===== config.mk =====
export PLATFORM = sky130hd
export DESIGN_NAME = alu_muldiv_seq
export DESIGN_NICKNAME = d
export VERILOG_FILES = /design/src/rtl/alu_muldiv_seq.sv
export SDC_FILE = /design/constraint.sdc
export NUM_CORES = 1
export LEC_CHECK = 0
export ABC_AREA = 1
export CAP_MARGIN = 20
export CORE_MARGIN = 2
export CORE_UTILIZATION = 51
export CTS_BUF_LIST = sky130_fd_sc_hd__clkbuf_8
export DETAILED_ROUTE_END_ITERATION = 10
export PLACE_DENSITY = 0.74
export RECOVER_POWER = 100
export SLEW_MARGIN = 0
export SYNTH_ARGS = -nofsm -noshare
export SYNTH_HDL_FRONTEND = slang
export SYNTH_SLANG_ARGS = --single-unit

===== constraint.sdc =====
create_clock -name clk -period 4.9 [get_ports clk]
set_clock_uncertainty 0.15 [all_clocks]
set_input_delay 1.47 -clock clk [delete_from_list [all_inputs] [get_ports clk]]
set_output_delay 1.47 -clock clk [all_outputs]
set_load 0.01 [all_outputs]

===== src/rtl/alu_muldiv_seq.sv =====
// Iterative RV32M multiply/divide unit: radix-2 shift-add multiply and restoring divide,
// one step per cycle, with single-cycle fast paths for divide-by-zero and signed overflow.
module alu_muldiv_seq #(
    parameter int XLEN  = 32,
    parameter int CNT_W = $clog2(XLEN) + 1
) (
    input  logic            clk,
    input  logic            rst_n,
    input  logic            start,
    input  logic            flush,
    input  logic [2:0]      funct3,
    input  logic [XLEN-1:0] ReadData1,
    input  logic [XLEN-1:0] ReadData2,
    output logic            ready,
    output logic            busy,
    output logic            done,
    output logic [XLEN-1:0] MulDivResult
);

    typedef enum logic [1:0] {IDLE, MUL, DIV, DONE} state_t;

    localparam logic [XLEN-1:0] ONES = '1;
    localparam logic [XLEN-1:0] MIN  = {1'b1, {(XLEN-1){1'b0}}};

    state_t            state;
    logic [CNT_W-1:0]  count;
    logic [2:0]        op;
    logic [2*XLEN-1:0] acc;
    logic [2*XLEN-1:0] mcand;
    logic [XLEN-1:0]   opb;
    logic              msign;
    logic              neg_q;
    logic              neg_r;

    logic              accept;
    logic              last;
    logic              is_div;
    logic              is_signed_div;
    logic              div_zero;
    logic              div_ovf;
    logic              mul_signed_a;
    logic [XLEN-1:0]   abs_a;
    logic [XLEN-1:0]   abs_b;
    logic [XLEN-1:0]   fast_res;

    assign ready         = (state == IDLE) || (state == DONE);
    assign accept        = ready & start & ~flush;
    assign last          = (count == CNT_W'(1));
    assign is_div        = funct3[2];
    assign is_signed_div = ~funct3[0];
    assign div_zero      = (ReadData2 == '0);
    assign div_ovf       = is_signed_div & (ReadData1 == MIN) & (ReadData2 == ONES);
    assign mul_signed_a  = (funct3 == 3'b001) || (funct3 == 3'b010);
    assign abs_a         = (is_signed_div & ReadData1[XLEN-1]) ? -ReadData1 : ReadData1;
    assign abs_b         = (is_signed_div & ReadData2[XLEN-1]) ? -ReadData2 : ReadData2;

    always_comb begin
        if (div_zero) fast_res = funct3[1] ? ReadData1 : ONES;
        else          fast_res = funct3[1] ? '0 : MIN;
    end

    // Multiplier bit XLEN-1 carries negative weight for MULH, hence the subtract on the last step
    logic [2*XLEN-1:0] mul_next;
    always_comb begin
        mul_next = acc;
        if (opb[0]) mul_next = (last && msign) ? acc - mcand : acc + mcand;
    end

    // acc holds {remainder, dividend/quotient}; one restoring step per cycle
    logic [XLEN:0]   div_shift;
    logic [XLEN:0]   div_diff;
    logic [XLEN-1:0] rem_next;
    logic [XLEN-1:0] quo_next;
    always_comb begin
        div_shift = {acc[2*XLEN-1:XLEN], acc[XLEN-1]};
        div_diff  = div_shift - {1'b0, opb};
        if (!div_diff[XLEN]) begin
            rem_next = div_diff[XLEN-1:0];
            quo_next = {acc[XLEN-2:0], 1'b1};
        end else begin
            rem_next = div_shift[XLEN-1:0];
            quo_next = {acc[XLEN-2:0], 1'b0};
        end
    end

    logic [XLEN-1:0] mul_res;
    logic [XLEN-1:0] div_res;
    assign mul_res = (op == 3'b000) ? mul_next[XLEN-1:0] : mul_next[2*XLEN-1:XLEN];
    assign div_res = op[1] ? (neg_r ? -rem_next : rem_next)
                           : (neg_q ? -quo_next : quo_next);

    always_ff @(posedge clk or negedge rst_n) begin
        if (!rst_n) begin
            state        <= IDLE;
            count        <= '0;
            op           <= '0;
            acc          <= '0;
            mcand        <= '0;
            opb          <= '0;
            msign        <= 1'b0;
            neg_q        <= 1'b0;
            neg_r        <= 1'b0;
            busy         <= 1'b0;
            done         <= 1'b0;
            MulDivResult <= '0;
        end else begin
            case (state)
                IDLE, DONE: begin
                    state <= IDLE;
                    busy  <= 1'b0;
                    done  <= 1'b0;
                    if (accept) begin
                        op    <= funct3;
                        count <= CNT_W'(XLEN);
                        if (!is_div) begin
                            state <= MUL;
                            busy  <= 1'b1;
                            acc   <= '0;
                            mcand <= mul_signed_a ? {{XLEN{ReadData1[XLEN-1]}}, ReadData1}
                                                  : {{XLEN{1'b0}}, ReadData1};
                            opb   <= ReadData2;
                            msign <= (funct3 == 3'b001);
                        end else if (div_zero || div_ovf) begin
                            state        <= DONE;
                            done         <= 1'b1;
                            MulDivResult <= fast_res;
                        end else begin
                            state <= DIV;
                            busy  <= 1'b1;
                            acc   <= {{XLEN{1'b0}}, abs_a};
                            opb   <= abs_b;
                            neg_q <= is_signed_div & (ReadData1[XLEN-1] ^ ReadData2[XLEN-1]);
                            neg_r <= is_signed_div & ReadData1[XLEN-1];
                        end
                    end
                end
                MUL, DIV: begin
                    if (flush) begin
                        state <= IDLE;
                        busy  <= 1'b0;
                    end else begin
                        acc   <= (state == MUL) ? mul_next : {rem_next, quo_next};
                        mcand <= mcand << 1;
                        if (state == MUL) opb <= opb >> 1;
                        count <= count - CNT_W'(1);
                        if (last) begin
                            state        <= DONE;
                            busy         <= 1'b0;
                            done         <= 1'b1;
                            MulDivResult <= (state == MUL) ? mul_res : div_res;
                        end
                    end
                end
                default: state <= IDLE;
            endcase
        end
    end

endmodule


# Word-level counts from Yosys, hierarchy flattened
# Cells that the tools add are included.
op_classes:
  n_mux: 58
  n_eq_ne: 17
  add_sub_neg: 8
  bitwise: 12
  reduce_logical: 18
ops:
  columns: ["cell", "n"]
  rows:
  - ["two-way mux 64 bit", 11]
  - ["two-way mux 32 bit", 21]
  - ["case mux 64 bit (2 select lines)", 2]
  - ["negation 32 bit", 4]
  - ["case mux 32 bit (2 select lines)", 2]
  - ["adder 64 bit", 1]
  - ["== test 32 bit (second input constant)", 2]
  - ["subtractor 64 bit", 1]
  - ["subtractor 33 x 32 -> 33 bit", 1]
  - ["zero test 32 bit", 1]
  - ["inequality test 2 bit (second input constant)", 7]
  - ["two-way mux 1 bit", 12]
  - ["two-way mux 6 bit", 2]
  - ["case mux 6 bit (2 select lines)", 1]
  - ["AND reduction 3 bit", 3]
  - ["two-way mux 2 bit", 4]
  - ["AND reduction 4 bit", 2]
  - ["AND 1 bit", 7]
  - ["== test 6 x 1 -> 1 bit (second input constant)", 1]
  - ["inequality test 3 bit (second input constant)", 2]
  - ["AND reduction 2 bit", 3]
  - ["subtractor 6 x 1 -> 6 bit (second input constant)", 1]
  - ["AND reduction 5 bit", 1]
  - ["== test 2 bit (second input constant)", 2]
  - ["12 further kinds", 19]
totals:
  inputBits: 71
  elab_cells: 125
  regBits: 208
  output_inout_bits: 35

# Longest topological paths before layout
depth:
  ltp_word: 9
  depth_mapped: 35
  ltp_nobuf: 35

# Worst setup path after synthesis
# No wires, ideal clock.
synth_path:
  kind: "reg-to-reg"
  start: "reg mcand[0]"
  end: "reg MulDivResult[27]"
  arrival_time_ps: 4273
  path_buffers: 0
  period_less_slack_ps: 4500
  setup_ps: 77
  stages_incl_launch_ff: 29
  required_ps: 4673
  path_slack_ps: 400
  cell_sequence: "dfrtp_1 > inv_1 > ha_1 > nand3_1 > nor4_1 > nand3_1 > nor2_1 > nand4_1 > nor2_1 > nand2_1 > nand2_1 > nand2_1 > nor2_2 > o21ai_1 > nor2_1 > o21ai_1 > xor2_1 > ha_1 > a21oi_1 > o21ai_0 > a21oi_1 > o221ai_1 > or2_2 > or2_2 > nand3_1 > nand3_1 > a21oi_1 > nand2_1 > a21oi_1"
synth_between:
  elab_chain_cells: 8
  elab_cells_between_ends: 9
  classes_between: "add/sub: 2; mux: 7"
synth_lines:
  columns: ["element", "line_no", "rtl"]
  rows:
  - ["start: declaration", "29", "logic [2*XLEN-1:0] mcand;"]
  - ["start signal: assignment", "119", "mcand <= mul_signed_a ? {{XLEN{ReadData1[XLEN-1]}}, ReadData1}"]
  - ["start signal: assignment", "143", "mcand <= mcand << 1;"]
  - ["adder 64 bit / subtractor 64 bit (equally long branches)", "66", "if (opb[0]) mul_next = (last && msign) ? acc - mcand : acc + mcand;"]
  - ["two-way mux 64 bit (*) (2 in a row)", "66", null]
  - ["two-way mux 32 bit (*)", "88", "assign mul_res = (op == 3'b000) ? mul_next[XLEN-1:0] : mul_next[2*XLEN-1:XLEN];"]
  - ["two-way mux 32 bit (*)", "150", "MulDivResult <= (state == MUL) ? mul_res : div_res;"]
  - ["two-way mux 32 bit (*)", "146", "if (last) begin"]
  - ["two-way mux 32 bit (*)", "138", "if (flush) begin"]
  - ["case mux 32 bit (2 select lines) (*)", "107", "case (state)"]
  - ["end signal: assignment", "126", "MulDivResult <= fast_res;"]
  - ["end signal: assignment", "150", null]
  - ["end: declaration", "17", "output logic [XLEN-1:0] MulDivResult"]
# Every way passes the cells marked *; elsewhere a longest branch is shown, timed or not. The select of a mux whose other input is x is not followed.
# A chain may end at the register's enable or synchronous reset.

# Worst setup path after layout
layout_path:
  start: "in ReadData2[31]"
  end: "reg opb[31]"
layout_between:
  elab_chain_cells: 6
  elab_cells_between_ends: 13
  classes_between: "add/sub: 1; eq/ne: 2; mux: 5; bitwise: 2; reduce/logical: 3"
layout_lines:
  columns: ["element", "line_no", "rtl"]
  rows:
  - ["start: declaration", "13", "input logic [XLEN-1:0] ReadData2,"]
  - ["negation 32 bit / AND 1 bit (equally long branches)", "55", "assign abs_b = (is_signed_div & ReadData2[XLEN-1]) ? -ReadData2 : ReadData2;"]
  - ["two-way mux 32 bit", "55", null]
  - ["two-way mux 32 bit", "123", "end else if (div_zero || div_ovf) begin"]
  - ["two-way mux 32 bit", "115", "if (!is_div) begin"]
  - ["two-way mux 32 bit", "112", "if (accept) begin"]
  - ["case mux 32 bit (2 select lines)", "107", null]
  - ["end signal: assignment", "121", "opb <= ReadData2;"]
  - ["end signal: assignment", "131", "opb <= abs_b;"]
  - ["end signal: assignment", "144", "if (state == MUL) opb <= opb >> 1;"]
  - ["end: declaration", "30", "logic [XLEN-1:0] opb;"]
# Several ways; a longest one is shown, not always the timed one. The select of a mux whose other input is x is not followed.

==> key figures <==
Timing
  • Setup violators final: 49
  • Slew @ Worst Pin: 2360 ps
  • Setup tns final: -3230 ps
  • Maximum clock frequency: 198 MHz
  • Hold Violations, Final: 0
  • Final min period: 5040 ps
  • Slew headroom: -57.2%
  • Slew Viols, Final: 119
  • RSZ-0062 raised after global routing: yes
  • Period utilization: 103%
  • Worst setup margin: -142 ps

Place
  • I/O Buffers: 105
  • Dpl ws: -530 ps
  • Gpl congestion: 1.10
  • Post-DP HPWL: 86.7 mm
  • Placed inst area: 28100 µm²

Synth
  • Syn. warnings: 0
  • Mean post-synth cell area: 5.97 µm²
  • Most numerous cell in the Yosys netlist: nand2_1
  • Asr flop ratio synth: 100%
  • Number of synthesized flops with an enable pin: 0
  • Post-synthesis cell count: 3960
  • Top cell type's share of synthesized area: 22.0%
  • Synthesized area: 23700 µm²
  • Area contributors post-synth: dfrtp_1, nand2_1, o21ai_0, inv_1, nor2_1
  • Commonest cells in the netlist: nand2_1, inv_1, o21ai_0, nor2_1, a21oi_1
  • Seq/Total Area, Yosys: 22.0%
  • Yosys cell types: 60
  • Flops & latches, synth: 208
  • Synth area leader: dfrtp_1
  • Post-Syn Nets: 4138
  • Main synth FF type: dfrtp_1

Floorplan
  • Top Ports: 106
  • Overall die area: 48100 µm²
  • Row count: 78
  • Die Width: 219 µm
  • Die Height: 219 µm
  • Core area: 45600 µm²
  • Initial core utilization: 51.9%

Detailed routing
  • Via count: 30000
  • Router iterations before antenna repair: 7
  • WL/cell: 21.8 µm
  • DR vias/cell: 5.93
  • Final WL: 110 mm
  • DR iter-0 viols: 3906
  • DRC: 0
  • Antenna Violating Nets Remaining: 0

Setup path
  • Crit end category: flop
  • CP Launch Type: input pin
  • Worst setup path start: ReadData2[31]
  • Worst EP required: 5250 ps
  • Critical Path AT: 5390 ps
  • WS Path Type: in -> reg
  • Crit path max fanout: 58
  • Worst reg2reg path startpoint: mcand[1]

Run status
  • Run status: finished, violations left
  • Failing checks: max-capacitance violations, max-slew violations, negative setup slack

Clock tree
  • Maximum root-to-sink buffer count: 3
  • Hold buffers post-CTS: 0
  • Clock sink count: 208
  • Cts bufs inserted: 40
  • CTS Root Cell: clkbuf_8
  • Clk slew on worst S/H paths: 60 ps
  • Clock latency on the worst-skew pair: 630 ps
  • H-Tree Depth: 2
  • CTS tree: built

Global routing
  • First-pass GRT wire length: 161 mm
  • Initial antenna violation count: 8
  • Gr usage total: 44.6%
  • Largest net degree at the start of global routing: 129
  • Vias in the first global route: 27100
  • Total global routing overflow: 0

Layout
  • Fin nets: 4598
  • Proportion of layout cells with a drive suffix above 1: 19.4%
  • Fin area: 30600 µm²
  • Post-layout util: 67.1%
  • Synthesis-to-layout area growth: 29.4%

Min path
  • HP Start: busy
  • Hold crit path type: reg -> reg

Run
  • Maxcap violations: 2
-- cell families (layout without fill, tap and decap cells) --
group                    count (synthesis)  in the layout  share of synthesized area, %
AND/OR/NAND/NOR                       1853           1853                          33.1
multiplexers                             2              2                        0.0846
flip-flops                             208            208                          22.0
AO/OA/AOI/OAI                          967            967                          22.4
other                                    0              7                             0
XOR/XNOR                               157            157                          5.81
buffers and inverters                  666           1153                          10.9
adder cells (fa/ha/maj)                107            107                          5.72
-- metrics by stage --
stage                     hold WS (ps)  cells
after floorplan                    300   3960
after global placement             321   4930
after detailed placement           330   4930
after CTS                          342   5021
after global routing               379   5047
final                              336   5054
-- flip-flops by register name (all words and copies together) (netlist names) --
signal and cells:
mcand 64, acc 64, op 3, done 1, state 2, opb 32, busy 1, count 6
MulDivResult 32, msign 1, neg_q 1, neg_r 1
-- layout by cell type, fill, tap and decap left out, types with 9 or more instances in the layout --
cell type,netlist,final
a21o_1,15,15
a21oi_1,269,226
a21oi_2,3,40
a22oi_1,10,10
a31oi_1,35,27
buf_4,0,419
buf_6,5,20
clkbuf_8,0,53
clkdlybuf4s50_1,0,68
dfrtp_1,208,207
dlygate4sd3_1,0,36
ha_1,105,91
ha_4,0,11
inv_1,504,496
inv_2,13,30
nand2_1,1000,967
nand2_2,38,62
nand2_4,8,16
nand3_1,222,204
nand3_2,3,16
nand3b_1,10,10
nand4_1,45,45
nor2_1,395,347
nor2_2,10,40
nor2_4,2,20
nor3_1,73,61
nor4_1,24,21
o211ai_1,39,39
o21a_1,13,13
o21ai_0,479,427
o21ai_1,19,40
o21ai_2,6,34
o21bai_1,19,18
o22ai_1,26,25
o31ai_1,12,9
or2_2,12,11
xnor2_1,44,41
xor2_1,113,106
-- cell type report --
class,count,area (µm²)
multi-input combinational,3086,17200
fill,4276,15000
sequential,208,5210
timing repair buffer,564,4590
inverter,520,1960
tap,600,751
clock buffer,53,729
clock inverter,16,120
antenna,7,17.5
-- routing by layer --
metal  up-vias  GRT usage (%)  share of wire, %
met5         -              0             0.064
met4        10           23.6               6.2
met3       363           15.7                14
met2      1805           63.7                41
met1     13800           58.7                39
li1      14000              -                 -
-- worst paths after layout --
check,to,slack [ps],depth (start not counted)
hold / removal,busy,340,2
max in group asynchronous,count[5],870,2
setup reg to reg,MulDivResult[27],-80,32
min in group asynchronous,mcand[38],1410,1
setup / recovery,opb[31],-140,19
hold reg to reg,busy,340,2
-- what timing repair did --
item                                   in CTS  in global routing
endpoints found under the hold margin       0                  0
setup buffers                              22                 29
gates resized for setup                   114                267
pin swaps                                  29                104
setup endpoints to repair                  54                 63
-- worst max-delay path: stages --
cell and delay [ps]:
dlygate4sd3_1 680, inv_1 120, nor3_1 250, nand4_1 230, nor4_1 310, clkbuf_1 390, nand4_1 260, clkbuf_4 220
o21ai_0 100, inv_1 130, nor2_1 150, o21a_1 130, nor2_1 50, inv_1 110, nor2_4 70, clkbuf_4 350
buf_4 250, nand2_1 40, o21ai_0 70
Power is left out: the tool's default activity adds up to more than one toggle a clock period on the data nets, which glitch-free logic cannot reach.
